===== config.mk =====
export PLATFORM = sky130hd
export DESIGN_NAME = ram_arbiter_flat
export DESIGN_NICKNAME = d
export VERILOG_FILES = /design/src/rtl/ram_arbiter_pkg.sv /design/src/rtl/ram_arbiter_if.sv /design/src/rtl/ram_arbiter.sv /design/src/flat_wrapper.sv
export SDC_FILE = /design/constraint.sdc
export NUM_CORES = 1
export LEC_CHECK = 0
export CELL_PAD_IN_SITES_DETAIL_PLACEMENT = 1
export CELL_PAD_IN_SITES_GLOBAL_PLACEMENT = 2
export CORE_ASPECT_RATIO = 0.5
export CORE_MARGIN = 3
export CORE_UTILIZATION = 27
export CTS_CLUSTER_DIAMETER = 120
export CTS_CLUSTER_SIZE = 8
export DETAILED_ROUTE_END_ITERATION = 6
export HOLD_SLACK_MARGIN = 0.08
export PLACE_DENSITY_LB_ADDON = 0.1
export SLEW_MARGIN = 25
export SYNTH_ARGS = -nofsm -noshare
export SYNTH_HDL_FRONTEND = slang
export SYNTH_SLANG_ARGS = --single-unit

===== constraint.sdc =====
create_clock -name clk -period 3.7 [get_ports clk]
set_input_delay 0.74 -clock clk [delete_from_list [all_inputs] [get_ports clk]]
set_output_delay 0.74 -clock clk [all_outputs]
set_load 0.01 [all_outputs]

===== src/rtl/ram_arbiter_pkg.sv =====
// rtl/ram_arbiter_pkg.sv - shared encodings for the byte-wide RAM/IO arbiter
package ram_arbiter_pkg;

    typedef enum logic [2:0] {
        ArbIdle   = 3'd0,
        ArbInstRd = 3'd1,
        ArbDataRd = 3'd2,
        ArbDataWr = 3'd3,
        ArbDone   = 3'd4
    } arb_state_e;

    localparam logic [2:0] Len1 = 3'd1;
    localparam logic [2:0] Len2 = 3'd2;
    localparam logic [2:0] Len4 = 3'd4;
    localparam logic [1:0] IoHi = 2'b11;

    // Any length code other than 1 or 2 moves a full word.
    function automatic logic [2:0] len_bytes(input logic [2:0] len);
        case (len)
            Len1:    return Len1;
            Len2:    return Len2;
            default: return Len4;
        endcase
    endfunction

endpackage


===== src/rtl/ram_arbiter_if.sv =====
// rtl/ram_arbiter_if.sv - requester and RAM-port signals of the arbiter
interface ram_arbiter_if #(
    parameter int ADDR_W = 32
);
    logic              inst_req;
    logic [ADDR_W-1:0] inst_addr;
    logic              inst_valid;
    logic [31:0]       inst_data;
    logic              inst_busy;

    logic              data_req;
    logic              data_wr;
    logic [ADDR_W-1:0] data_addr;
    logic [2:0]        data_len;
    logic [31:0]       data_wdata;
    logic              data_valid;
    logic [31:0]       data_rdata;
    logic              data_busy;

    logic              io_buffer_full;
    logic [7:0]        ram_din;
    logic [7:0]        ram_dout;
    logic [ADDR_W-1:0] ram_a;
    logic              ram_wr;

    modport master (
        output inst_req, inst_addr,
        input  inst_valid, inst_data, inst_busy,
        output data_req, data_wr, data_addr, data_len, data_wdata,
        input  data_valid, data_rdata, data_busy,
        output io_buffer_full, ram_din,
        input  ram_dout, ram_a, ram_wr
    );

    modport slave (
        input  inst_req, inst_addr,
        output inst_valid, inst_data, inst_busy,
        input  data_req, data_wr, data_addr, data_len, data_wdata,
        output data_valid, data_rdata, data_busy,
        input  io_buffer_full, ram_din,
        output ram_dout, ram_a, ram_wr
    );
endinterface


===== src/rtl/ram_arbiter.sv =====
// rtl/ram_arbiter.sv - serialises icache fetches and mem-stage loads/stores onto the byte RAM port
module ram_arbiter
    import ram_arbiter_pkg::*;
#(
    parameter int         ADDR_W = 32,
    parameter logic [1:0] IO_HI  = IoHi
) (
    input  logic          clk,
    input  logic          rst,
    input  logic          rdy,
    input  logic          flush,
    ram_arbiter_if.slave  bus
);

    arb_state_e        state_q, state_n;
    logic [2:0]        cnt_q, cnt_n;
    logic [2:0]        num_q, num_n;
    logic [ADDR_W-1:0] a_q, a_n;
    logic [31:0]       wdata_q, wdata_n;
    logic [31:0]       rbuf_q, rbuf_n;
    logic              from_data_q, from_data_n;
    logic              rdy_q;
    logic [7:0]        din_hold;
    logic [7:0]        din_eff;
    logic [7:0]        dout_byte;
    logic              io_stall;
    logic              wr_issue;
    logic              inst_pulse;
    logic              data_pulse;

    // The RAM keeps clocking while rdy is low, so the byte returned for the
    // last pre-pause address is parked and used on the first resumed cycle.
    assign din_eff  = rdy_q ? bus.ram_din : din_hold;
    assign io_stall = (a_q[17:16] == IO_HI) && bus.io_buffer_full;

    always_ff @(posedge clk) begin
        if (rst) begin
            state_q     <= ArbIdle;
            cnt_q       <= 3'd0;
            num_q       <= 3'd0;
            a_q         <= '0;
            wdata_q     <= 32'd0;
            rbuf_q      <= 32'd0;
            from_data_q <= 1'b0;
            rdy_q       <= 1'b1;
            din_hold    <= 8'd0;
        end else begin
            rdy_q <= rdy;
            if (!rdy && rdy_q) begin
                din_hold <= bus.ram_din;
            end
            if (rdy) begin
                state_q     <= state_n;
                cnt_q       <= cnt_n;
                num_q       <= num_n;
                a_q         <= a_n;
                wdata_q     <= wdata_n;
                rbuf_q      <= rbuf_n;
                from_data_q <= from_data_n;
            end
        end
    end

    always_comb begin
        state_n     = state_q;
        cnt_n       = cnt_q;
        num_n       = num_q;
        a_n         = a_q;
        wdata_n     = wdata_q;
        rbuf_n      = rbuf_q;
        from_data_n = from_data_q;
        wr_issue    = 1'b0;
        inst_pulse  = 1'b0;
        data_pulse  = 1'b0;
        case (state_q)
            ArbIdle: begin
                if (bus.data_req) begin
                    state_n     = bus.data_wr ? ArbDataWr : ArbDataRd;
                    from_data_n = 1'b1;
                    a_n         = bus.data_addr;
                    num_n       = len_bytes(bus.data_len);
                    wdata_n     = bus.data_wdata;
                    rbuf_n      = 32'd0;
                    cnt_n       = 3'd0;
                end else if (bus.inst_req && !flush) begin
                    state_n     = ArbInstRd;
                    from_data_n = 1'b0;
                    a_n         = bus.inst_addr;
                    num_n       = Len4;
                    rbuf_n      = 32'd0;
                    cnt_n       = 3'd0;
                end
            end
            ArbInstRd, ArbDataRd: begin
                if (state_q == ArbInstRd && flush) begin
                    state_n = ArbIdle;
                    cnt_n   = 3'd0;
                end else begin
                    // cnt counts issued addresses; byte cnt-1 arrives now.
                    case (cnt_q)
                        3'd1:    rbuf_n[7:0]   = din_eff;
                        3'd2:    rbuf_n[15:8]  = din_eff;
                        3'd3:    rbuf_n[23:16] = din_eff;
                        3'd4:    rbuf_n[31:24] = din_eff;
                        default: ;
                    endcase
                    if (cnt_q == num_q) begin
                        state_n = ArbDone;
                        cnt_n   = 3'd0;
                    end else begin
                        cnt_n = cnt_q + 3'd1;
                        if (cnt_q + 3'd1 != num_q) begin
                            a_n = a_q + ADDR_W'(1);
                        end
                    end
                end
            end
            ArbDataWr: begin
                if (!io_stall) begin
                    wr_issue = 1'b1;
                    if (cnt_q + 3'd1 == num_q) begin
                        state_n = ArbDone;
                        cnt_n   = 3'd0;
                    end else begin
                        cnt_n = cnt_q + 3'd1;
                        a_n   = a_q + ADDR_W'(1);
                    end
                end
            end
            ArbDone: begin
                state_n    = ArbIdle;
                data_pulse = from_data_q;
                inst_pulse = !from_data_q && !flush;
            end
            default: state_n = ArbIdle;
        endcase
    end

    always_comb begin
        dout_byte = wdata_q[7:0];
        case (cnt_q)
            3'd1:    dout_byte = wdata_q[15:8];
            3'd2:    dout_byte = wdata_q[23:16];
            3'd3:    dout_byte = wdata_q[31:24];
            default: ;
        endcase
    end

    assign bus.ram_wr     = wr_issue && rdy;
    assign bus.ram_a      = a_q;
    assign bus.ram_dout   = dout_byte;
    assign bus.inst_valid = inst_pulse;
    assign bus.data_valid = data_pulse;
    assign bus.inst_data  = rbuf_q;
    assign bus.data_rdata = rbuf_q;
    assign bus.inst_busy  = (state_q == ArbDataRd) || (state_q == ArbDataWr) ||
                            ((state_q == ArbDone) && from_data_q);
    assign bus.data_busy  = (state_q == ArbInstRd) ||
                            ((state_q == ArbDone) && !from_data_q);

endmodule


===== src/flat_wrapper.sv =====
// flat-port wrapper written by rule: the top's interface ports become plain ports
module ram_arbiter_flat import ram_arbiter_pkg::*;
#(
    parameter int         ADDR_W = 32,
    parameter logic [1:0] IO_HI  = IoHi
)
  (clk, rst, rdy, flush, bus_inst_req, bus_inst_addr, bus_inst_valid, bus_inst_data, bus_inst_busy, bus_data_req, bus_data_wr, bus_data_addr, bus_data_len, bus_data_wdata, bus_data_valid, bus_data_rdata, bus_data_busy, bus_io_buffer_full, bus_ram_din, bus_ram_dout, bus_ram_a, bus_ram_wr);
  ram_arbiter_if #(.ADDR_W(ADDR_W)) bus_i ();
  input  logic clk;
  input  logic rst;
  input  logic rdy;
  input  logic flush;
  input wire logic [$bits(bus_i.inst_req)-1:0] bus_inst_req;
  input wire logic [$bits(bus_i.inst_addr)-1:0] bus_inst_addr;
  output wire logic [$bits(bus_i.inst_valid)-1:0] bus_inst_valid;
  output wire logic [$bits(bus_i.inst_data)-1:0] bus_inst_data;
  output wire logic [$bits(bus_i.inst_busy)-1:0] bus_inst_busy;
  input wire logic [$bits(bus_i.data_req)-1:0] bus_data_req;
  input wire logic [$bits(bus_i.data_wr)-1:0] bus_data_wr;
  input wire logic [$bits(bus_i.data_addr)-1:0] bus_data_addr;
  input wire logic [$bits(bus_i.data_len)-1:0] bus_data_len;
  input wire logic [$bits(bus_i.data_wdata)-1:0] bus_data_wdata;
  output wire logic [$bits(bus_i.data_valid)-1:0] bus_data_valid;
  output wire logic [$bits(bus_i.data_rdata)-1:0] bus_data_rdata;
  output wire logic [$bits(bus_i.data_busy)-1:0] bus_data_busy;
  input wire logic [$bits(bus_i.io_buffer_full)-1:0] bus_io_buffer_full;
  input wire logic [$bits(bus_i.ram_din)-1:0] bus_ram_din;
  output wire logic [$bits(bus_i.ram_dout)-1:0] bus_ram_dout;
  output wire logic [$bits(bus_i.ram_a)-1:0] bus_ram_a;
  output wire logic [$bits(bus_i.ram_wr)-1:0] bus_ram_wr;
  assign bus_i.inst_req = bus_inst_req;
  assign bus_i.inst_addr = bus_inst_addr;
  assign bus_inst_valid = bus_i.inst_valid;
  assign bus_inst_data = bus_i.inst_data;
  assign bus_inst_busy = bus_i.inst_busy;
  assign bus_i.data_req = bus_data_req;
  assign bus_i.data_wr = bus_data_wr;
  assign bus_i.data_addr = bus_data_addr;
  assign bus_i.data_len = bus_data_len;
  assign bus_i.data_wdata = bus_data_wdata;
  assign bus_data_valid = bus_i.data_valid;
  assign bus_data_rdata = bus_i.data_rdata;
  assign bus_data_busy = bus_i.data_busy;
  assign bus_i.io_buffer_full = bus_io_buffer_full;
  assign bus_i.ram_din = bus_ram_din;
  assign bus_ram_dout = bus_i.ram_dout;
  assign bus_ram_a = bus_i.ram_a;
  assign bus_ram_wr = bus_i.ram_wr;
  ram_arbiter #(.ADDR_W(ADDR_W), .IO_HI(IO_HI)) u_core (.clk(clk), .rst(rst), .rdy(rdy), .flush(flush), .bus(bus_i));
endmodule

==> metrics.csv <==
metric,value,unit
crit_type,reg -> out,
drv_cap,0,
synth_top_area_share,0.3597,
start_util,0.2779,
synth-simple-area-share,0.2023,
ctsLongestPathBuffers,2,
grt_use_total,0.1823,
die_y,114.9,µm
clk_pin_slew,0.05,ns
period_share,0.9163,
end_kind,primary output,
synth-compound-area-share,0.2053,
fillCellCount,2673,
syn_nets,911,
clk_latency,0.42,ns
seq_area_frac_synth,0.3597,
grt_max_degree,52,
nets,1079,
critPathArrivalTime,2.65,ns
drive_gt1_frac,0.07938,
ys_warn_count,0,
io_buffers,223,
dpl_worst_slack,0.3844,ns
instances_no_fill,1277,
min_path_type,reg -> reg,
final_area,9306,µm²
fin_ws,0.3098,ns
critPathMaxFanout,16,
cts_tree,built,
synthAdderAreaFrac,0.01173,
hold_viol,0,
dr.pass1.iters,4,
vias,6471,
wl_per_cell,18.57,µm
synth-edff-count,0,
vdd_drop_max,281.1,µV
rsz0062_at_grt,false,
final.setup_skew,0.007882,ns
ys_dominant_reg_cell,dfxtp_1,
synth_top_family_by_area,compound AO/OA/AOI/OAI gates,
critPathLaunchType,register,
p_leak,3.377,nW
ant_nets,0,
overflow,0,
dieArea,25700,µm²
coreArea,23030,µm²
setup_violations,0,
cp_data_required_time,2.96,ns
tightest_slew,0.8586,ns
slew_violations,0,
ys_types,61,
synthMuxAreaShare,0.1204,
dp_cells,1246,
grt_antenna_before_repair,0,
numCtsBuffers,17,
tns,0,ns
fmax,295.0,MHz
hpwl,17.50,mm
ios,224,
cts_hold_buf,0,
wirelength,23.71,mm
yosys.area.top_type,dfxtp_1,
syn-cell-area,6400,µm²
synthToLayoutAreaGrowth,45.42,%
syn_avg_cell_area,8.101,µm²
netlist_instances,790,
synth-xor-area-share,0.01075,
dieWidth,223.7,µm
drc,0,
placed_cell_area,8672,µm²
core.rowCount,39,
power-per-cell-area,455.7,nW/µm²
clock-root-buffer,clkbuf_16,
grt_pass1_wl,36.88,mm
gp_congestion,0.7936,
maxSlewHeadroom,0.4276,
grt_pass1_vias,6520,
drt_iter0_markers,342,
cts_num_sinks,115,
fin_crit,3.390,ns
synthTopCellsByArea,"dfxtp_1 (36%), mux2i_1 (11%), nand2_1 (6.1%)",
async_flop_share,0,
ys_ff_latch,115,
drt-vias-per-instance,5.067,
insertedDiodeCount,0,
finalPower,4.241,mW
cts_setup_buffers,0,
status,finished clean,
cts.htree.levels,4,
## worst max-delay path: stages (launching register included)
cell	delay, ns
dfxtp_1	0.46
inv_1	0.12
ha_1	0.21
nor2b_2	0.22
or3_4	0.48
a21oi_1	0.17
clkdlybuf4s50_1	0.57
## layer usage
layer  vias up  global-route usage  share of wire
met4         0             0.04723         0.0089
met2       146              0.2985           0.46
met1      3138              0.2442           0.49
met5         -                   0              0
li1       3169                   -              -
met3        18             0.04260          0.044
## registers in the layout, summed over array words and instances (netlist names)
register               cells
u_core.bus.data_rdata     32
u_core.bus.ram_a          32
u_core.wdata_q            32
u_core.din_hold            8
u_core.cnt_q               3
u_core.num_q               3
u_core.state_q             3
u_core.from_data_q         1
u_core.rdy_q               1
## kinds of logic (layout without fill, tap and decap cells)
logic type / Yosys count / in the layout
compound gates: 186 / 186
xor+xnor: 7 / 7
fa+ha+maj: 6 / 6
buf+inv: 110 / 290
flops: 115 / 115
mux: 76 / 76
simple gates: 290 / 290
## what timing repair did
action	4_1_cts	5_1_grt
gates cloned	0	0
endpoints found under the setup margin	8	8
gates resized for setup	1	1
## where the power goes
group	internal, mW	switching (mW)
logic	0.482	0.546
clock network	1.17	0.597
registers	1.33	0.111
## area by class of cell
| type | instances | area [µm²] | area share |
|---|---|---|---|
| well taps | 307 | 384.1 | 0.04127 |
| flip-flops and latches | 115 | 2302 | 0.2474 |
| inverters | 15 | 56.30 | 0.006050 |
| clock inverters | 9 | 152.6 | 0.01640 |
| clock buffers | 22 | 474.2 | 0.05095 |
| repair buffers | 244 | 2382 | 0.2560 |
| multi-input cells | 565 | 3555 | 0.3820 |
## stage by stage
step	hold WS (ns)	utilization
after floorplan	0.4357	-
after global placement	0.4435	0.3765
after detailed placement	0.4493	0.3765
after CTS	0.4590	0.4038
after global routing	0.4831	0.4041
final	0.4554	0.4041
## cells in the final DEF (no fill, tap or decap), types with 3 or more instances in the layout
master           synthesis  layout
nor2b_1                  9       8
nor2_2                   3       3
clkbuf_16                0      17
o221a_2                  5       5
mux2_2                   8       8
dfxtp_1                115     115
a31oi_1                 13      13
nor3_1                  19      19
o211a_1                  3       3
buf_4                   34      22
nor2_1                  98      98
o31ai_1                 16      16
clkbuf_8                 0       3
ha_1                     6       6
mux2i_1                 68      68
nand3_1                  6       6
o211ai_1                 3       3
nand4_1                 14      14
and2_1                   6       6
o31a_1                   6       6
and3_1                   6       6
a211oi_1                12      12
o22ai_1                  3       3
o311ai_0                16      16
a222oi_1                 8       8
bufinv_16                0       4
a41oi_1                  7       7
nand2b_1                 5       5
o32ai_1                 12      12
clkdlybuf4s50_1          0     221
clkinvlp_4               0       3
xor2_1                   4       4
inv_1                   14      14
a21oi_1                 67      67
nor4_1                   9       7
nand2_1                104     104
## final timing paths
kind / endpoint / from / cells after the start / slack (ns)
hold reg to reg: u_core.wdata_q[22] / u_core.wdata_q[22] / 2 / 0.46
hold / removal: u_core.wdata_q[22] / u_core.wdata_q[22] / 2 / 0.46
setup / recovery: bus_ram_dout[2] / u_core.cnt_q[0] / 6 / 0.31
setup reg to reg: u_core.bus.ram_a[21] / u_core.cnt_q[0] / 7 / 0.96
## Yosys cell counts, types with 9 or more instances
cell	number
a211oi_1	12
a21oi_1	67
a31oi_1	13
buf_4	34
clkbuf_1	45
dfxtp_1	115
inv_1	14
mux2i_1	68
nand2_1	104
nand4_1	14
nor2_1	98
nor2b_1	9
nor3_1	19
nor4_1	9
o311ai_0	16
o31ai_1	16
o32ai_1	12
Note: power is estimated with default switching activity, not from simulation.
